[config.mk]
export PLATFORM = sky130hd
export DESIGN_NAME = regfile_sb_flat
export DESIGN_NICKNAME = d
export VERILOG_FILES = /design/src/rtl/regfile_sb_if.sv /design/src/rtl/regfile_sb.sv /design/src/flat_wrapper.sv
export SDC_FILE = /design/constraint.sdc
export NUM_CORES = 1
export LEC_CHECK = 0
export CORE_ASPECT_RATIO = 0.8
export CORE_UTILIZATION = 56
export DETAILED_ROUTE_END_ITERATION = 10
export PLACE_DENSITY_LB_ADDON = 0.12
export SLEW_MARGIN = 15
export SYNTH_ARGS = -nofsm -noshare
export SYNTH_HDL_FRONTEND = slang
export SYNTH_SLANG_ARGS = --single-unit
[constraint.sdc]
create_clock -name clk -period 4.4 [get_ports clk]
set_clock_uncertainty 0.05 [all_clocks]
set_input_delay 0.88 -clock clk [delete_from_list [all_inputs] [get_ports clk]]
set_output_delay 0.88 -clock clk [all_outputs]
set_load 0.01 [all_outputs]
[src/rtl/regfile_sb_if.sv]
// regfile_sb_if: bus bundle between the issue/datapath logic and regfile_sb.
// Ports carried:
//   rd_addr/rd_data/rd_busy    RD_PORTS packed read ports (port i in slice i)
//   wr_en/wr_addr/wr_data      single write port
//   issue_en/issue_addr        marks a register as having an outstanding producer
//   clear_req/clear_busy       sequential clear handshake
//   pending_any                OR of all pending flags
//   tap_data                   stored contents of the tap register
// The master modport is the requester side; the slave modport is the register file.
interface regfile_sb_if #(
  parameter int WIDTH    = 8,
  parameter int DEPTH    = 4,
  parameter int RD_PORTS = 2
);
  localparam int AW = $clog2(DEPTH);

  logic [RD_PORTS*AW-1:0]    rd_addr;
  logic [RD_PORTS*WIDTH-1:0] rd_data;
  logic [RD_PORTS-1:0]       rd_busy;
  logic                      wr_en;
  logic [AW-1:0]             wr_addr;
  logic [WIDTH-1:0]          wr_data;
  logic                      issue_en;
  logic [AW-1:0]             issue_addr;
  logic                      clear_req;
  logic                      clear_busy;
  logic                      pending_any;
  logic [WIDTH-1:0]          tap_data;

  modport master (
    output rd_addr, wr_en, wr_addr, wr_data, issue_en, issue_addr, clear_req,
    input  rd_data, rd_busy, clear_busy, pending_any, tap_data
  );

  modport slave (
    input  rd_addr, wr_en, wr_addr, wr_data, issue_en, issue_addr, clear_req,
    output rd_data, rd_busy, clear_busy, pending_any, tap_data
  );
endinterface

[src/rtl/regfile_sb.sv]
// regfile_sb: parametrised register file with a per-register write-pending
// scoreboard, optional same-cycle write-to-read bypass and a sequential clear
// engine that zeroes one register per clock.
// Ports:
//   clk    rising-edge clock for all state
//   reset  asynchronous, active-high; zeroes storage, pending flags and the FSM
//   bus    regfile_sb_if.slave carrying the read, write, issue and clear signals
module regfile_sb #(
  parameter int WIDTH     = 8,
  parameter int DEPTH     = 4,
  parameter int RD_PORTS  = 2,
  parameter int TAP_REG   = 1,
  parameter bit BYPASS    = 1'b1,
  parameter bit ZERO_REG0 = 1'b0
) (
  input  logic         clk,
  input  logic         reset,
  regfile_sb_if.slave  bus
);
  localparam int            AW      = $clog2(DEPTH);
  localparam logic [AW-1:0] LAST    = AW'(DEPTH - 1);
  localparam logic [AW-1:0] TAP_IDX = AW'(TAP_REG);

  typedef enum logic {IDLE, CLEAR} state_t;

  state_t           state;
  state_t           state_next;
  logic [WIDTH-1:0] regs [DEPTH];
  logic [DEPTH-1:0] pending;
  logic [AW-1:0]    idx;
  logic             wr_ok;
  logic             issue_ok;
  logic             bypass_ok;
  logic [AW-1:0]    rd_addr_arr [RD_PORTS];

  // An address is usable when it names a real register and is not the
  // hard-wired zero register.
  function automatic logic addr_live(input logic [AW-1:0] a);
    return (int'(a) < DEPTH) && !(ZERO_REG0 && (a == '0));
  endfunction

  // Writes and issues only act in IDLE; the clear engine owns storage otherwise.
  // Bypass is also masked during reset so all read ports show zero then.
  always_comb begin
    wr_ok     = bus.wr_en && (state == IDLE) && addr_live(bus.wr_addr);
    issue_ok  = bus.issue_en && (state == IDLE) && addr_live(bus.issue_addr);
    bypass_ok = BYPASS && wr_ok && !reset;
  end

  // Unpack the flat read-address bus into one address per port.
  for (genvar i = 0; i < RD_PORTS; i++) begin : g_rd_addr
    assign rd_addr_arr[i] = bus.rd_addr[i*AW +: AW];
  end

  // FSM state register.
  always_ff @(posedge clk or posedge reset) begin
    if (reset) state <= IDLE;
    else       state <= state_next;
  end

  // FSM next state: a clear request in IDLE starts the sweep, and the sweep
  // ends on the edge that clears the last register.
  always_comb begin
    state_next = state;
    case (state)
      IDLE:    if (bus.clear_req) state_next = CLEAR;
      CLEAR:   if (idx == LAST) state_next = IDLE;
      default: state_next = IDLE;
    endcase
  end

  // Clear index: parked at zero in IDLE so a new sweep always starts at r0,
  // and wrapped explicitly so non-power-of-two depths work.
  always_ff @(posedge clk or posedge reset) begin
    if (reset)                               idx <= '0;
    else if (state == IDLE || idx == LAST)   idx <= '0;
    else                                     idx <= idx + 1'b1;
  end

  // Storage and scoreboard. The issue update is placed after the write so
  // that a same-address issue and write leaves the register pending: the new
  // producer wins.
  always_ff @(posedge clk or posedge reset) begin
    if (reset) begin
      for (int j = 0; j < DEPTH; j++) regs[j] <= '0;
      pending <= '0;
    end else if (state == CLEAR) begin
      regs[idx]    <= '0;
      pending[idx] <= 1'b0;
    end else begin
      if (wr_ok) begin
        regs[bus.wr_addr]    <= bus.wr_data;
        pending[bus.wr_addr] <= 1'b0;
      end
      if (issue_ok) pending[bus.issue_addr] <= 1'b1;
    end
  end

  // Read ports: dead addresses read zero and not busy; a matching bypassed
  // write supplies the data and hides the pending flag it is about to clear.
  always_comb begin
    bus.rd_data = '0;
    bus.rd_busy = '0;
    for (int i = 0; i < RD_PORTS; i++) begin
      if (addr_live(rd_addr_arr[i])) begin
        if (bypass_ok && (bus.wr_addr == rd_addr_arr[i])) begin
          bus.rd_data[i*WIDTH +: WIDTH] = bus.wr_data;
        end else begin
          bus.rd_data[i*WIDTH +: WIDTH] = regs[rd_addr_arr[i]];
          bus.rd_busy[i]                = pending[rd_addr_arr[i]];
        end
      end
    end
  end

  // Status outputs; the tap always shows stored contents, never bypass data.
  always_comb begin
    bus.clear_busy  = (state == CLEAR);
    bus.pending_any = |pending;
    bus.tap_data    = regs[TAP_IDX];
  end
endmodule

[src/flat_wrapper.sv]
// flat-port wrapper written by rule: the top's interface ports become plain ports
module regfile_sb_flat 
#(
  parameter int WIDTH     = 8,
  parameter int DEPTH     = 4,
  parameter int RD_PORTS  = 2,
  parameter int TAP_REG   = 1,
  parameter bit BYPASS    = 1'b1,
  parameter bit ZERO_REG0 = 1'b0
)
  (clk, reset, bus_rd_addr, bus_wr_en, bus_wr_addr, bus_wr_data, bus_issue_en, bus_issue_addr, bus_clear_req, bus_rd_data, bus_rd_busy, bus_clear_busy, bus_pending_any, bus_tap_data);
  regfile_sb_if #(.WIDTH(WIDTH), .DEPTH(DEPTH), .RD_PORTS(RD_PORTS)) bus_i ();
  input  logic clk;
  input  logic reset;
  input wire logic [$bits(bus_i.rd_addr)-1:0] bus_rd_addr;
  input wire logic [$bits(bus_i.wr_en)-1:0] bus_wr_en;
  input wire logic [$bits(bus_i.wr_addr)-1:0] bus_wr_addr;
  input wire logic [$bits(bus_i.wr_data)-1:0] bus_wr_data;
  input wire logic [$bits(bus_i.issue_en)-1:0] bus_issue_en;
  input wire logic [$bits(bus_i.issue_addr)-1:0] bus_issue_addr;
  input wire logic [$bits(bus_i.clear_req)-1:0] bus_clear_req;
  output wire logic [$bits(bus_i.rd_data)-1:0] bus_rd_data;
  output wire logic [$bits(bus_i.rd_busy)-1:0] bus_rd_busy;
  output wire logic [$bits(bus_i.clear_busy)-1:0] bus_clear_busy;
  output wire logic [$bits(bus_i.pending_any)-1:0] bus_pending_any;
  output wire logic [$bits(bus_i.tap_data)-1:0] bus_tap_data;
  assign bus_i.rd_addr = bus_rd_addr;
  assign bus_i.wr_en = bus_wr_en;
  assign bus_i.wr_addr = bus_wr_addr;
  assign bus_i.wr_data = bus_wr_data;
  assign bus_i.issue_en = bus_issue_en;
  assign bus_i.issue_addr = bus_issue_addr;
  assign bus_i.clear_req = bus_clear_req;
  assign bus_rd_data = bus_i.rd_data;
  assign bus_rd_busy = bus_i.rd_busy;
  assign bus_clear_busy = bus_i.clear_busy;
  assign bus_pending_any = bus_i.pending_any;
  assign bus_tap_data = bus_i.tap_data;
  regfile_sb #(.WIDTH(WIDTH), .DEPTH(DEPTH), .RD_PORTS(RD_PORTS), .TAP_REG(TAP_REG), .BYPASS(BYPASS), .ZERO_REG0(ZERO_REG0)) u_core (.clk(clk), .reset(reset), .bus(bus_i));
endmodule
Yosys cells after proc, flatten, opt, wreduce, memory -nomap -nowiden
Index checks and enable logic that the tools add are counted.
{"block": "totals", "reg_bits": 39, "inputBits": 21, "output_inout_bits": 28, "wordCells": 86}
{"block": "classes", "n_addsub": 1, "n_lt_le_gt_ge": 14, "eq_ne": 3, "n_mux": 35, "n_bitwise": 12, "n_reduce_logical": 14}
{"operator": "$mux W32", "count": 2}
{"operator": "$mux W8", "count": 8}
{"operator": "$and A32 B32 Y32", "count": 1}
{"operator": "$bmux W8 S2", "count": 2}
{"operator": "$bwmux W32", "count": 1}
{"operator": "$demux W8 S2", "count": 2}
{"operator": "$not A32 Y32", "count": 1}
{"operator": "$mux W4", "count": 4}
{"operator": "$lt A2 B3 Y1 const B", "count": 5}
{"operator": "$ge A3 B3 Y1 const B", "count": 4}
{"operator": "$not A2 Y3", "count": 4}
{"operator": "$logic_and A1 B1 Y1", "count": 10}
{"operator": "$mux W1", "count": 9}
{"operator": "$and A4 B4 Y4", "count": 2}
{"operator": "$not A4 Y4", "count": 2}
{"operator": "$demux W1 S2", "count": 3}
{"operator": "$ge A2 B1 Y1 const B", "count": 3}
{"operator": "$lt A3 B1 Y1 const B", "count": 2}
{"operator": "$bmux W1 S2", "count": 2}
{"operator": "$eq A2 B2 Y1", "count": 2}
{"operator": "$or A4 B4 Y4", "count": 1}
{"operator": "$reduce_or A4 Y1", "count": 1}
{"operator": "$add A2 B1 Y2 const B", "count": 1}
{"operator": "$eq A2 B2 Y1 const B", "count": 1}
{"operator": "other kinds (6)", "count": 6}

Depth between registers and ports, before layout
Gate-level depths: netlist of the first run.
{"block": "logic_depth", "ltp_word": 11, "ltp_mapped": 5, "mapped_depth_nobuf": 5}

Least setup slack after synthesis of the first run
No wires, ideal clock.
{"block": "synth_path", "path_kind": "input port to output port", "startpoint": "input port bus_rd_addr[0]", "endpoint": "output port bus_rd_data[0]", "t_arrival_ns": 1.827, "t_required_ns": 3.470, "path_slack_ns": 1.643, "stages": 3, "n_path_buf": 1, "path_cell_list": "buf_6 -> mux4_1 -> mux2_2"}
{"block": "synth_between", "elab_chain_cells": 5, "word_cells_on_any_way": 7, "classes_between": "1 x eq/ne; 4 x mux; 1 x bitwise; 1 x reduce/logical"}
{"item": "start, declared", "line": "flat_wrapper.sv:15", "source": "input wire logic [$bits(bus_i.rd_addr)-1:0] bus_rd_addr;"}
{"item": "$not A2 Y3 (implied by the code)", "line": "regfile_sb.sv:109", "source": "bus.rd_data[i*WIDTH +: WIDTH] = regs[rd_addr_arr[i]];"}
{"item": "$bmux W8 S2", "line": "regfile_sb.sv:109"}
{"item": "$mux W8 (implied by the code) (2 in a row)", "line": "regfile_sb.sv:109"}
{"item": "$mux W8 *", "line": "regfile_sb.sv:106", "source": "if (bypass_ok && (bus.wr_addr == rd_addr_arr[i])) begin"}
{"item": "end, declared", "line": "flat_wrapper.sv:22", "source": "output wire logic [$bits(bus_i.rd_data)-1:0] bus_rd_data;"}
Every way passes the cells marked *; elsewhere a longest branch is shown, timed or not. The select of a mux whose other input is x is not followed.

Worst setup path after layout of the first run
{"block": "layout_path", "startpoint": "input port bus_rd_addr[2]", "endpoint": "output port bus_rd_data[11]"}
The elaborated chain is that of the path after synthesis.

==> summary.json, run 1 <==
{
  "crit-reg2reg-launch": {"value": "u_core.bus.clear_busy"},
  "clock-root-buffer": {"value": "sky130_fd_sc_hd__clkbuf_8"},
  "worst-path-buf-inv": {"value": 3},
  "run_status": {"value": "finished, final reports clean"},
  "final_min_period_over_clock_period": {"value": 87.1, "unit": "%"},
  "postSynthRegisterBits": {"value": 39},
  "dpl.cell_count": {"value": 330},
  "insertion_delay": {"value": 0.29, "unit": "ns"},
  "detailroute.via_count": {"value": 1962},
  "io_buffers": {"value": 48},
  "total_switching_power": {"value": 542, "unit": "uW"},
  "yosys.cell_types.count": {"value": 26},
  "instances_no_fill": {"value": 337},
  "worstPathCellList": {"value": "clkdlybuf4s50_1, buf_4, mux4_1, mux2_2, clkdlybuf4s50_1"},
  "hold_buffer_count_at_cts": {"value": 0},
  "wire_per_inst": {"value": 17.7, "unit": "um"},
  "die_height": {"value": 62.0, "unit": "um"},
  "sw_ratio": {"value": 35.4, "unit": "%"},
  "num_io_pins": {"value": 49},
  "power_share_of_the_clock_group": {"value": 16.1, "unit": "%"},
  "syn_avg_cell_area": {"value": 10.6, "unit": "um2"},
  "hold_viol_final": {"value": 0},
  "postSynthCellCount": {"value": 238},
  "synth_warnings": {"value": 0},
  "irDropWorstVdd": {"value": 320, "unit": "uV"},
  "post_cts_buffers": {"value": 0},
  "startpoint_type": {"value": "input pin"},
  "min_delay_worst_endpoint": {"value": "u_core.idx[0]"},
  "setup_slack": {"value": 0.568, "unit": "ns"},
  "max_freq": {"value": 0.261, "unit": "GHz"},
  "die-area": {"value": 0.00478, "unit": "mm2"},
  "min_from": {"value": "u_core.idx[0]"},
  "sequentialPowerShare": {"value": 39.6, "unit": "%"},
  "cts_resized": {"value": 0},
  "cp_common_cell": {"value": "sky130_fd_sc_hd__clkdlybuf4s50_1"},
  "finalSetupViolations": {"value": 0},
  "vias_in_the_first_global_route": {"value": 1842},
  "max_stage_delay": {"value": 0.57, "unit": "ns"},
  "r2r_slack": {"value": 2.56, "unit": "ns"},
  "power.density_cell_area": {"value": 497, "unit": "mW/mm2"},
  "drcViolationCount": {"value": 0},
  "worst_slew_margin_rel": {"value": 41.4, "unit": "%"},
  "cap_viol_max_count": {"value": 0},
  "overflow": {"value": 0},
  "hold_path_class": {"value": "reg -> reg"},
  "final.setup.tns": {"value": 0, "unit": "ns"},
  "crit_cells": {"value": 5},
  "dp_hpwl": {"value": 4040, "unit": "um"},
  "antennaDiodeCount": {"value": 0},
  "number_of_cts_inserted_buffers": {"value": 5},
  "synth_largest_area_cell": {"value": "sky130_fd_sc_hd__dfrtp_1"},
  "netlist.area_leader.share": {"value": 38.7, "unit": "%"},
  "reg2reg_path_depth": {"value": 3},
  "required": {"value": 3.47, "unit": "ns"},
  "whs_path_depth": {"value": 1},
  "drt-initial-drc-count": {"value": 155},
  "ys_top_cells_by_area": {"value": "sky130_fd_sc_hd__dfrtp_1 (39%), sky130_fd_sc_hd__mux4_1 (19%), sky130_fd_sc_hd__nand2_1 (10%), sky130_fd_sc_hd__mux2_2 (7.1%), sky130_fd_sc_hd__o21ai_0 (6.5%)"},
  "num_rows": {"value": 21},
  "critPathArrivalTime": {"value": 2.90, "unit": "ns"},
  "final_worst_hold_slack": {"value": 0.451, "unit": "ns"},
  "cellLeakagePower": {"value": 0.00137, "unit": "uW"},
  "first_pass_iters": {"value": 4},
  "tritoncts": {"value": "built"},
  "maxSlewViolCount": {"value": 0},
  "setup.worst_path.end_class": {"value": "output port"},
  "seq_area_frac_synth": {"value": 38.7, "unit": "%"},
  "nets": {"value": 305},
  "dp_slack": {"value": 0.576, "unit": "ns"},
  "r2r-end": {"value": "u_core.pending[0]"},
  "ant_nets": {"value": 0},
  "share_comb_of_total_power": {"value": 44.2, "unit": "%"},
  "crit_slowest_cell": {"value": "sky130_fd_sc_hd__mux4_1"},
  "path_delay_family": {"value": "buffers and inverters"},
  "horizontal_die_dimension": {"value": 77.1, "unit": "um"},
  "track_usage": {"value": 27.2, "unit": "%"},
  "setup.worst_path.class": {"value": "in -> out"},
  "antenna_violations_before_repair": {"value": 0},
  "grt_max_degree": {"value": 40},
  "timing_worst_slew_pin_value": {"value": 0.875, "unit": "ns"},
  "wirelength_routed": {"value": 5970, "unit": "um"},
  "cts.reportedPaths.clkPinSlew": {"value": 0.07, "unit": "ns"},
  "synth_area": {"value": 0.00252, "unit": "mm2"},
  "final_replace_weighted_congestion": {"value": 0.789},
  "drive_gt1_share": {"value": 12.9, "unit": "%"},
  "initial_core_util": {"value": 59.3, "unit": "%"},
  "cp_max_fo": {"value": 10},
  "cts.sinks": {"value": 39},
  "htree_levels": {"value": 2},
  "final.min_clock_period": {"value": 3.83, "unit": "ns"},
  "clk_path_buf_depth": {"value": 2},
  "coreArea": {"value": 0.00426, "unit": "mm2"},
  "grt_first_pass_wirelength": {"value": 9440, "unit": "um"},
  "area_growth": {"value": 22.0, "unit": "%"},
  "synth_fp_nets": {"value": 263},
  "grt_setup_unrepaired": {"value": "no"},
  "cellInternalPower": {"value": 988, "unit": "uW"},
  "vias_per_cell": {"value": 5.82}
}
[worst max-delay path by stage]
stage                 endpoint           start  slack (ns)
2_1_floorplan   bus_rd_data[0]  bus_rd_addr[0]        1.64
3_3_place_gp    bus_rd_data[3]  bus_rd_addr[0]        0.59
3_5_place_dp    bus_rd_data[3]  bus_rd_addr[0]        0.58
4_1_cts        bus_rd_data[11]  bus_rd_addr[2]        0.57
5_1_grt         bus_rd_data[3]  bus_wr_addr[0]        0.50
6_report       bus_rd_data[11]  bus_rd_addr[2]        0.57
[per-stage QoR]
| step | utilization [%] | power, uW | area, um2 |
|---|---|---|---|
| after floorplan | - | 992 | 2520 |
| after global placement | 70.3 | 1270 | 2990 |
| after detailed placement | 70.3 | 1290 | 2990 |
| after CTS | 72.3 | 1540 | 3080 |
| after global routing | 72.3 | 1630 | 3080 |
| final | 72.3 | 1530 | 3080 |
[area by class of cell]
type	instances	area (um2)
Sequential cell	39	976
Multi-Input combinational cell	170	1380
Tap cell	57	71.3
Clock inverter	1	5.00
Clock buffer	6	82.6
Timing Repair Buffer	55	533
Inverter	9	33.8
Fill cell	342	1180
[cells in the mapped netlist]
master	count
sky130_fd_sc_hd__and2_1	5
sky130_fd_sc_hd__and4b_1	1
sky130_fd_sc_hd__buf_2	6
sky130_fd_sc_hd__buf_4	10
sky130_fd_sc_hd__buf_6	4
sky130_fd_sc_hd__dfrtp_1	39
sky130_fd_sc_hd__ha_1	4
sky130_fd_sc_hd__inv_1	9
sky130_fd_sc_hd__mux2_2	16
sky130_fd_sc_hd__mux4_1	18
sky130_fd_sc_hd__nand2_1	69
sky130_fd_sc_hd__nand2b_1	1
sky130_fd_sc_hd__nand3_2	2
sky130_fd_sc_hd__nand3b_1	1
sky130_fd_sc_hd__nor2_1	3
sky130_fd_sc_hd__nor3b_1	1
sky130_fd_sc_hd__nor3b_2	1
sky130_fd_sc_hd__nor4b_4	1
sky130_fd_sc_hd__nor4bb_1	2
sky130_fd_sc_hd__o21a_1	1
sky130_fd_sc_hd__o21ai_0	33
sky130_fd_sc_hd__o21ai_1	3
sky130_fd_sc_hd__o22ai_1	2
sky130_fd_sc_hd__o2bb2ai_1	1
sky130_fd_sc_hd__or4_1	1
sky130_fd_sc_hd__xnor2_1	4
[per-layer routing]
metal | part of all wire (%) | up-vias | global-route usage, %
met5 | 0 | - | 0
met4 | 1.2 | 0 | 10.5
met3 | 9.0 | 7 | 6.57
met2 | 46 | 90 | 43.4
met1 | 44 | 944 | 37.3
li1 | - | 921 | -
[layout by cell type, fill, tap and decap left out, drive strengths merged, types with 3 or more instances in the layout]
master,instances
mux2,16
ha,4
buf,7
nand2,69
nor2,3
mux4,18
inv,9
xnor2,4
clkdlybuf4s50,48
and2,5
dfrtp,39
o21ai,36
clkbuf,6
[power groups by stage]
stage          Clock [uW]  Combinational (uW)  Sequential [uW]
2_1_floorplan           0                 430              562
3_3_place_gp            0                 667              599
3_5_place_dp            0                 680              609
4_1_cts               251                 684              602
5_1_grt               266                 741              626
6_report              247                 677              606
[logic make-up (layout without fill, tap and decap cells)]
group / count (synthesis) / in the layout / share of synthesized area, %
AO/OA/AOI/OAI: 40 / 40 / 8.28
XOR/XNOR: 4 / 4 / 1.39
adder cells (fa/ha/maj): 4 / 4 / 1.98
buffers and inverters: 29 / 71 / 7.29
flip-flops: 39 / 39 / 38.7
multiplexers: 34 / 34 / 25.9
AND/OR/NAND/NOR: 88 / 88 / 16.5
[sequential cells by signal, indices dropped and copies added, names as in the netlist]
name	count
u_core.idx	2
u_core.bus.tap_data	8
u_core.pending	4
u_core.bus.clear_busy	1
u_core.regs	24
No activity file was read; power rests on OpenSTA's default activity.
==> inputs of run 2 (changes only) <==
--- a/config.mk
+++ b/config.mk
@@ -6,7 +6,7 @@
 export NUM_CORES = 1
 export LEC_CHECK = 0
 export CORE_ASPECT_RATIO = 0.8
-export CORE_UTILIZATION = 56
+export CORE_UTILIZATION = 48
 export DETAILED_ROUTE_END_ITERATION = 10
 export PLACE_DENSITY_LB_ADDON = 0.12
 export SLEW_MARGIN = 15
==> summary.json, run 2 (same netlist as run 1, synthesis figures left out) <==
{
  "final.setup.tns": {"value": 0, "unit": "ns"},
  "largest_register_ff_count": {"value": 24},
  "sequentialPowerShare": {"value": 36.9, "unit": "%"},
  "area_growth": {"value": 24.4, "unit": "%"},
  "worst_slew_margin_rel": {"value": 46.1, "unit": "%"},
  "wire_per_inst": {"value": 17.7, "unit": "um"},
  "irDropWorstVdd": {"value": 254, "unit": "uV"},
  "track_usage": {"value": 24.4, "unit": "%"},
  "min_delay_worst_endpoint": {"value": "u_core.idx[0]"},
  "whs_path_depth": {"value": 1},
  "clk_path_buf_depth": {"value": 2},
  "cts_resized": {"value": 0},
  "power_share_of_the_clock_group": {"value": 22.1, "unit": "%"},
  "ant_nets": {"value": 0},
  "nets": {"value": 306},
  "antenna_violations_before_repair": {"value": 0},
  "required": {"value": 3.47, "unit": "ns"},
  "power": {"value": 1640, "unit": "uW"},
  "tritoncts": {"value": "built"},
  "htree_levels": {"value": 2},
  "insertion_delay": {"value": 0.29, "unit": "ns"},
  "grt_first_pass_wirelength": {"value": 10100, "unit": "um"},
  "cp_max_fo": {"value": 9},
  "power.density_cell_area": {"value": 522, "unit": "mW/mm2"},
  "final_min_period_over_clock_period": {"value": 87.3, "unit": "%"},
  "drt-initial-drc-count": {"value": 68},
  "number_of_cts_inserted_buffers": {"value": 5},
  "timing_worst_slew_pin_value": {"value": 0.805, "unit": "ns"},
  "die_height": {"value": 66.9, "unit": "um"},
  "detailroute.via_count": {"value": 1932},
  "die-area": {"value": 0.00555, "unit": "mm2"},
  "cellLeakagePower": {"value": 0.00139, "unit": "uW"},
  "initial_core_util": {"value": 50.1, "unit": "%"},
  "vias_in_the_first_global_route": {"value": 1930},
  "hold_viol_final": {"value": 0},
  "overflow": {"value": 0},
  "first_pass_iters": {"value": 4},
  "r2r_slack": {"value": 2.60, "unit": "ns"},
  "setup.worst_path.class": {"value": "in -> out"},
  "grt_max_degree": {"value": 23},
  "critPathArrivalTime": {"value": 2.91, "unit": "ns"},
  "post_cts_buffers": {"value": 0},
  "grt_setup_unrepaired": {"value": "no"},
  "drive_gt1_share": {"value": 13.5, "unit": "%"},
  "crit-reg2reg-launch": {"value": "u_core.bus.clear_busy"},
  "final.min_clock_period": {"value": 3.84, "unit": "ns"},
  "num_io_pins": {"value": 49},
  "antennaDiodeCount": {"value": 0},
  "dp_hpwl": {"value": 4270, "unit": "um"},
  "finalSetupViolations": {"value": 0},
  "horizontal_die_dimension": {"value": 83.1, "unit": "um"},
  "wirelength_routed": {"value": 6100, "unit": "um"},
  "reg2reg_path_depth": {"value": 3},
  "setup.worst_path.end_class": {"value": "output port"},
  "hold_path_class": {"value": "reg -> reg"},
  "drcViolationCount": {"value": 0},
  "cellInternalPower": {"value": 1090, "unit": "uW"},
  "cts.reportedPaths.clkPinSlew": {"value": 0.07, "unit": "ns"},
  "registers.top_by_ff_count": {"value": "u_core.regs"},
  "startpoint_type": {"value": "input pin"},
  "sw_ratio": {"value": 33.4, "unit": "%"},
  "cap_viol_max_count": {"value": 0},
  "final_replace_weighted_congestion": {"value": 0.739},
  "run_status": {"value": "finished, final reports clean"},
  "vias_per_cell": {"value": 5.62},
  "num_rows": {"value": 23},
  "min_from": {"value": "u_core.idx[0]"},
  "r2r-end": {"value": "u_core.pending[0]"},
  "register_cell_area_after_layout": {"value": 976, "unit": "um2"},
  "cts.sinks": {"value": 39},
  "clock-root-buffer": {"value": "sky130_fd_sc_hd__clkbuf_8"},
  "coreArea": {"value": 0.00504, "unit": "mm2"},
  "hold_buffer_count_at_cts": {"value": 0},
  "layout_common_cells": {"value": "sky130_fd_sc_hd__nand2_1 (69), sky130_fd_sc_hd__clkdlybuf4s50_1 (48), sky130_fd_sc_hd__dfrtp_1 (39)"},
  "maxSlewViolCount": {"value": 0},
  "max_freq": {"value": 0.260, "unit": "GHz"},
  "n_fill_cell": {"value": 413},
  "share_comb_of_total_power": {"value": 41.0, "unit": "%"},
  "io_buffers": {"value": 48},
  "area_taken_by_multi_input_logic_gates": {"value": 0.00138, "unit": "mm2"},
  "mostFrequentLayoutCell": {"value": "sky130_fd_sc_hd__nand2_1"},
  "total_switching_power": {"value": 547, "unit": "uW"}
}
run 2: worst max-delay path by stage:
stage / start / endpoint / slack [ns] / cells past startpoint
global route: bus_wr_addr[0] / bus_rd_data[1] / 0.45 / 5
global placement: bus_rd_addr[2] / bus_rd_data[11] / 0.58 / 5
detailed placement: bus_rd_addr[0] / bus_rd_data[2] / 0.58 / 5
floorplan: bus_rd_addr[0] / bus_rd_data[0] / 1.64 / 3
finish: bus_wr_addr[0] / bus_rd_data[1] / 0.56 / 5
CTS: bus_rd_addr[0] / bus_rd_data[2] / 0.56 / 5
run 2: power by group through the flow:
stage               clock [uW]  sequential, uW  combinational [uW]
global placement             0             602                 664
finish                     362             605                 671
floorplan                    0             562                 430
global route               382             628                 742
detailed placement           0             610                 675
CTS                        366             604                 679
run 2: critical path, cell delays in order:
cell and delay (ns):
sky130_fd_sc_hd__clkdlybuf4s50_1 0.68, sky130_fd_sc_hd__xnor2_1 0.18, sky130_fd_sc_hd__nand3_2 0.30, sky130_fd_sc_hd__mux2_2 0.33
sky130_fd_sc_hd__clkdlybuf4s50_1 0.54
run 2: per-stage QoR:
stage,utilization (%),area [um2],setup slack [ns],instances,hold slack [ns]
final,62.4,3140,0.557,344,0.447
after CTS,62.4,3140,0.560,344,0.448
after global routing,62.4,3140,0.447,344,0.482
after floorplan,-,2520,1.64,238,0.407
after detailed placement,59.7,3000,0.576,336,0.437
after global placement,59.7,3000,0.581,336,0.436
run 2: layout make-up:
cell class                      count  area share (%)
Clock buffer                        5            2.19
Clock inverter                      3            2.15
Inverter                            9            1.08
Multi-Input combinational cell    170            43.8
Sequential cell                    39            31.1
Tap cell                           62            2.47
Timing Repair Buffer               56            17.2
run 2: routing by layer:
| metal | global-route usage, % | wire length (um) |
|---|---|---|
| met2 | 39.7 | 2810 |
| met4 | 7.54 | 51 |
| met3 | 4.96 | 304 |
| met5 | 0 | 0 |
| met1 | 33.4 | 2930 |
